**src/rtl/if_prefetch_stage_if.sv**
```systemverilog
// Instruction memory request/response bus between the prefetch stage and memory.
// One request may be in flight; responses come back in order.
interface if_prefetch_stage_if #(
    parameter int ADDR_WIDTH = 32,
    parameter int DATA_WIDTH = 32
);
    logic                  memReq;
    logic [ADDR_WIDTH-1:0] memAddr;
    logic                  memReady;
    logic                  memRvalid;
    logic [DATA_WIDTH-1:0] memRdata;

    modport master (output memReq, memAddr, input memReady, memRvalid, memRdata);
    modport slave  (input memReq, memAddr, output memReady, memRvalid, memRdata);
endinterface

```
**src/rtl/if_prefetch_stage.sv**
```systemverilog
// Instruction prefetch stage: fetches sequential words into a small FIFO and
// presents the head entry; a taken branch flushes the FIFO and retargets fetch.
module if_prefetch_stage #(
    parameter int                    ADDR_WIDTH = 32,
    parameter int                    DATA_WIDTH = 32,
    parameter int                    DEPTH      = 4,
    parameter logic [ADDR_WIDTH-1:0] RESET_PC   = '0
) (
    input  logic                  clk,
    input  logic                  rst,
    input  logic                  brTaken,
    input  logic [ADDR_WIDTH-1:0] brBase,
    input  logic [ADDR_WIDTH-1:0] brOffset,
    input  logic                  freeze,
    if_prefetch_stage_if.master   mem,
    output logic [ADDR_WIDTH-1:0] PC,
    output logic [DATA_WIDTH-1:0] instruction,
    output logic                  valid
);
    localparam int PW = $clog2(DEPTH);
    localparam int CW = PW + 1;

    logic [ADDR_WIDTH-1:0] r_fpc;
    logic [ADDR_WIDTH-1:0] r_oaddr;
    logic                  r_outst;
    logic                  r_discard;
    logic [PW-1:0]         r_rptr;
    logic [PW-1:0]         r_wptr;
    logic [CW-1:0]         r_count;
    logic [ADDR_WIDTH-1:0] r_abuf [DEPTH];
    logic [DATA_WIDTH-1:0] r_dbuf [DEPTH];

    logic [ADDR_WIDTH-1:0] w_target;
    logic                  w_accept;
    logic                  w_push;
    logic                  w_pop;

    assign w_target = brBase + (brOffset << 2);

    // Only one request in flight and only while a slot is free, so a push can never overflow.
    assign mem.memReq  = !rst && !r_outst && (r_count < CW'(DEPTH)) && !brTaken;
    assign mem.memAddr = r_fpc;

    assign w_accept = mem.memReq && mem.memReady;
    assign w_push   = mem.memRvalid && r_outst && !r_discard && !brTaken;
    assign w_pop    = valid && !freeze && !brTaken;

    assign valid       = (r_count != '0);
    assign PC          = valid ? r_abuf[r_rptr] : '0;
    assign instruction = valid ? r_dbuf[r_rptr] : '0;

    always_ff @(posedge clk or posedge rst) begin
        if (rst) begin
            r_fpc     <= RESET_PC;
            r_oaddr   <= '0;
            r_outst   <= 1'b0;
            r_discard <= 1'b0;
            r_rptr    <= '0;
            r_wptr    <= '0;
            r_count   <= '0;
        end else if (brTaken) begin
            r_fpc   <= w_target;
            r_rptr  <= '0;
            r_wptr  <= '0;
            r_count <= '0;
            // A response landing with the branch is dropped here; otherwise the next one is.
            if (mem.memRvalid) begin
                r_outst   <= 1'b0;
                r_discard <= 1'b0;
            end else begin
                r_discard <= r_outst;
            end
        end else begin
            if (w_accept) begin
                r_fpc   <= r_fpc + ADDR_WIDTH'(4);
                r_oaddr <= r_fpc;
                r_outst <= 1'b1;
            end
            if (mem.memRvalid && r_outst) begin
                r_outst   <= 1'b0;
                r_discard <= 1'b0;
            end
            if (w_push) r_wptr <= r_wptr + PW'(1);
            if (w_pop)  r_rptr <= r_rptr + PW'(1);
            case ({w_push, w_pop})
                2'b10:   r_count <= r_count + CW'(1);
                2'b01:   r_count <= r_count - CW'(1);
                default: r_count <= r_count;
            endcase
        end
    end

    always_ff @(posedge clk) begin
        if (w_push) begin
            r_abuf[r_wptr] <= r_oaddr;
            r_dbuf[r_wptr] <= mem.memRdata;
        end
    end
endmodule

```
**src/flat_wrapper.sv**
```systemverilog
// flat-port wrapper written by rule: the top's interface ports become plain ports
module if_prefetch_stage_flat 
#(
    parameter int                    ADDR_WIDTH = 32,
    parameter int                    DATA_WIDTH = 32,
    parameter int                    DEPTH      = 4,
    parameter logic [ADDR_WIDTH-1:0] RESET_PC   = '0
)
  (clk, rst, brTaken, brBase, brOffset, freeze, PC, instruction, valid, mem_memReq, mem_memAddr, mem_memReady, mem_memRvalid, mem_memRdata);
  if_prefetch_stage_if #(.ADDR_WIDTH(ADDR_WIDTH), .DATA_WIDTH(DATA_WIDTH)) mem_i ();
  input  logic clk;
  input  logic rst;
  input  logic brTaken;
  input  logic [ADDR_WIDTH-1:0] brBase;
  input  logic [ADDR_WIDTH-1:0] brOffset;
  input  logic freeze;
  output logic [ADDR_WIDTH-1:0] PC;
  output logic [DATA_WIDTH-1:0] instruction;
  output logic valid;
  output wire logic [$bits(mem_i.memReq)-1:0] mem_memReq;
  output wire logic [$bits(mem_i.memAddr)-1:0] mem_memAddr;
  input wire logic [$bits(mem_i.memReady)-1:0] mem_memReady;
  input wire logic [$bits(mem_i.memRvalid)-1:0] mem_memRvalid;
  input wire logic [$bits(mem_i.memRdata)-1:0] mem_memRdata;
  assign mem_memReq = mem_i.memReq;
  assign mem_memAddr = mem_i.memAddr;
  assign mem_i.memReady = mem_memReady;
  assign mem_i.memRvalid = mem_memRvalid;
  assign mem_i.memRdata = mem_memRdata;
  if_prefetch_stage #(.ADDR_WIDTH(ADDR_WIDTH), .DATA_WIDTH(DATA_WIDTH), .DEPTH(DEPTH), .RESET_PC(RESET_PC)) u_core (.clk(clk), .rst(rst), .brTaken(brTaken), .brBase(brBase), .brOffset(brOffset), .freeze(freeze), .mem(mem_i), .PC(PC), .instruction(instruction), .valid(valid));
endmodule
```
**config.mk**
```make
export PLATFORM = sky130hd
export DESIGN_NAME = if_prefetch_stage_flat
export DESIGN_NICKNAME = d
export VERILOG_FILES = /design/src/rtl/if_prefetch_stage_if.sv /design/src/rtl/if_prefetch_stage.sv /design/src/flat_wrapper.sv
export SDC_FILE = /design/constraint.sdc
export NUM_CORES = 1
export LEC_CHECK = 0
export ABC_AREA = 1
export CORE_UTILIZATION = 32
export CTS_CLUSTER_DIAMETER = 100
export DETAILED_ROUTE_END_ITERATION = 10
export PLACE_DENSITY = 0.49
export RECOVER_POWER = 25
export SYNTH_ARGS = -nofsm -noshare
export SYNTH_HDL_FRONTEND = slang
export SYNTH_SLANG_ARGS = --single-unit
```
**constraint.sdc**
```tcl
create_clock -name clk -period 5.43 [get_ports clk]
set_clock_uncertainty 0.2 [all_clocks]
set_input_delay 1.086 -clock clk [delete_from_list [all_inputs] [get_ports clk]]
set_output_delay 1.086 -clock clk [all_outputs]
set_load 0.005 [all_outputs]
```
==> flow_summary.toml <==
[clock_tree]
cts_tree = "yes"
numCtsBuffers = 36
clkLatencyLatePin_ns = 0.53
cts_max_level = 2
cts_resized = 0
cts_sinks = 329
post-cts-setup-buffers = 0
cts.path.max_buffers = 3
cts-root-buf = "clkbuf_16"
postCtsHoldBufs = 0
clk_pin_slew_ns = 0.06

[synthesis]
synthMostInstantiatedCell = "nor2_1"
synth_top_area_cell = "edfxtp_1"
synth.distinct_cells = 46
synth_top_flop_cell = "edfxtp_1"
synth_area_leaders = "edfxtp_1, dfrtp_1, nor2_1"
synthTopCellsByCount = "nor2_1, nand2_1, edfxtp_1"
yosys_warnings = 0
synth_edf_count = 256
avgSynthCellArea_um2 = 9.480
syn_inst = 1656
syn_nets = 1794
ys_seq_area_frac = 0.6060
synth_area_mm2 = 0.01570
ys_seq_elements = 329
synth_top_area_frac = 0.4897
ys_async_sr_fraction = 0.2219

[sta]
worst_slack_ns = 1.081
post-route-min-period_ns = 4.349
fmax_mhz = 230.0
period_share = 0.8009
slew_headroom = 0.3739
rsz0062_at_grt = "no"
tns_ns = 0
final_hold_viol_count = 0
slew_viol_final = 0
hold_slack_ns = 0.3263
worstMarginPinSlew_ns = 0.9392
setup_violations = 0

[run_status]
status = "completed"

[floorplan]
die-area_mm2 = 0.04995
design.core.area_mm2 = 0.04805
die_x_um = 223.5
core.rowCount = 80
die_h_um = 223.5
ioPinCount = 200
start_util = 0.3267

[final_layout]
final_util = 0.4069
multi_input_area_mm2 = 0.005400
area_delta_synth_final_pct = 24.53
fill_cells = 4799
drive_gt1_frac = 0.05553
regArea_mm2 = 0.009519
nNetsFinal = 1986
fin_area_mm2 = 0.01955
final_cells = 2490

[place]
io_buffers = 197
postPlaceCellArea_mm2 = 0.01841
place.gp.congestion = 0.8780
dp.cells = 2424
place_ws_ns = 1.503
hpwlAfterDp_um = 28310

[pwr]
peakVddDrop_mv = 0.2005
report.power.total_mw = 7.900
power_leakage_nw = 7.646
p_per_area_mw_per_mm2 = 404.1

[setup_path]
timing.critical_path.max_delay_family = "buffers and inverters"
slowest_delay_ns = 0.67
cp_max_fo = 94
critPathBufInv = 3
worstSetupEndpointType = "output port"
path_cells = "clkinv_2 -> buf_4 -> o21ai_0 -> a21oi_1 -> clkdlybuf4s50_1"
cp.arrival_ns = 3.06
start_kind = "flip-flop"
path_class = "reg -> out"
crit_required_ns = 4.14
cp_slowest_cell = "dfrtp_4"

[grt]
grt_pass1_wl_um = 66460
antenna_found_initial = 1
grtUsageTotal = 0.1718
grt-ovfl-total = 0
grt_max_degree = 95
grt_pass1_vias = 11803

[routing]
wl_um = 42800
ant_nets = 0
drt_iter0_markers = 512
vias_per_cell = 4.731
dr.pass1.iters = 5
wl_per_cell_um = 17.19
vias = 11779
drc = 0

[flow_run]
maxCapViolCount = 0

[worst_hold_path]
hp-class = "reg -> reg"
power by group:
part	total (mW)	leakage [nW]	internal (mW)	switching, mW
sequential	3.34	3.20	3.04	0.296
combinational	2.22	3.90	1.03	1.19
clock	2.34	0.544	1.39	0.954
total	7.90	7.65	5.46	2.44
area by class of cell:
type,instances,area share
flip-flops and latches,329,0.4869
multi-input cells,1117,0.2762
repair buffers,221,0.1122
clock buffers,51,0.05158
well taps,615,0.03936
inverters,143,0.02765
clock inverters,12,0.005824
diodes,2,0.0002560
logic make-up (layout without fill, tap and decap cells):
| family | after synthesis | after routing | share of synthesized area |
|---|---|---|---|
| fa+ha+maj | 36 | 36 | 0.02965 |
| simple gates | 740 | 740 | 0.1945 |
| other cells | 0 | 2 | 0 |
| flops | 329 | 329 | 0.6060 |
| xor+xnor | 17 | 17 | 0.009485 |
| buf+inv | 210 | 427 | 0.05220 |
| compound gates | 324 | 324 | 0.1082 |
registers in the layout, summed over array words and instances (netlist names):
register / cells
u_core.r_count: 3
u_core.mem.memAddr: 32
u_core.r_abuf: 128
u_core.r_wptr: 2
u_core.r_oaddr: 32
u_core.r_dbuf: 128
u_core.r_discard: 1
u_core.r_outst: 1
u_core.r_rptr: 2
path summary, 6_finish.rpt:
kind	cells after the start	slack [ns]	from	end
worst max-delay path	5	1.08	u_core.r_rptr[0]$_DFFE_PP0P_	PC[21]
worst min-delay path	0	0.33	u_core.r_oaddr[22]$_DFFE_PP0P_	u_core.r_abuf[0][22]$_DFFE_PP_
worst max register to register	4	2.99	u_core.r_discard$_DFFE_PP0P_	u_core.r_abuf[0][13]$_DFFE_PP_
worst min register to register	0	0.33	u_core.r_oaddr[22]$_DFFE_PP0P_	u_core.r_abuf[0][22]$_DFFE_PP_
max in group asynchronous	3	3.35	rst	u_core.r_rptr[0]$_DFFE_PP0P_
min in group asynchronous	3	0.98	rst	u_core.r_count[2]$_DFFE_PP0P_
layer usage:
| layer | vias up | routed length, um | share of wire | track usage |
|---|---|---|---|---|
| li1 | 5974 | - | - | - |
| met1 | 5509 | 19390 | 0.45 | 0.2197 |
| met2 | 235 | 20030 | 0.47 | 0.2902 |
| met3 | 61 | 2379 | 0.056 | 0.03819 |
| met5 | - | 0 | 0 | 0 |
| met4 | 0 | 987 | 0.023 | 0.04971 |
layout by cell type, fill, tap and decap left out, types with 20 or more instances in the layout:
| master | count |
|---|---|
| clkdlybuf4s50_1 | 180 |
| ha_1 | 34 |
| clkbuf_16 | 37 |
| dfrtp_1 | 71 |
| nand3_1 | 63 |
| inv_1 | 135 |
| nand2_1 | 281 |
| buf_4 | 20 |
| o21ai_0 | 172 |
| a21oi_1 | 113 |
| nor2_1 | 331 |
| edfxtp_1 | 256 |
Power figures use the tool's default switching activity.
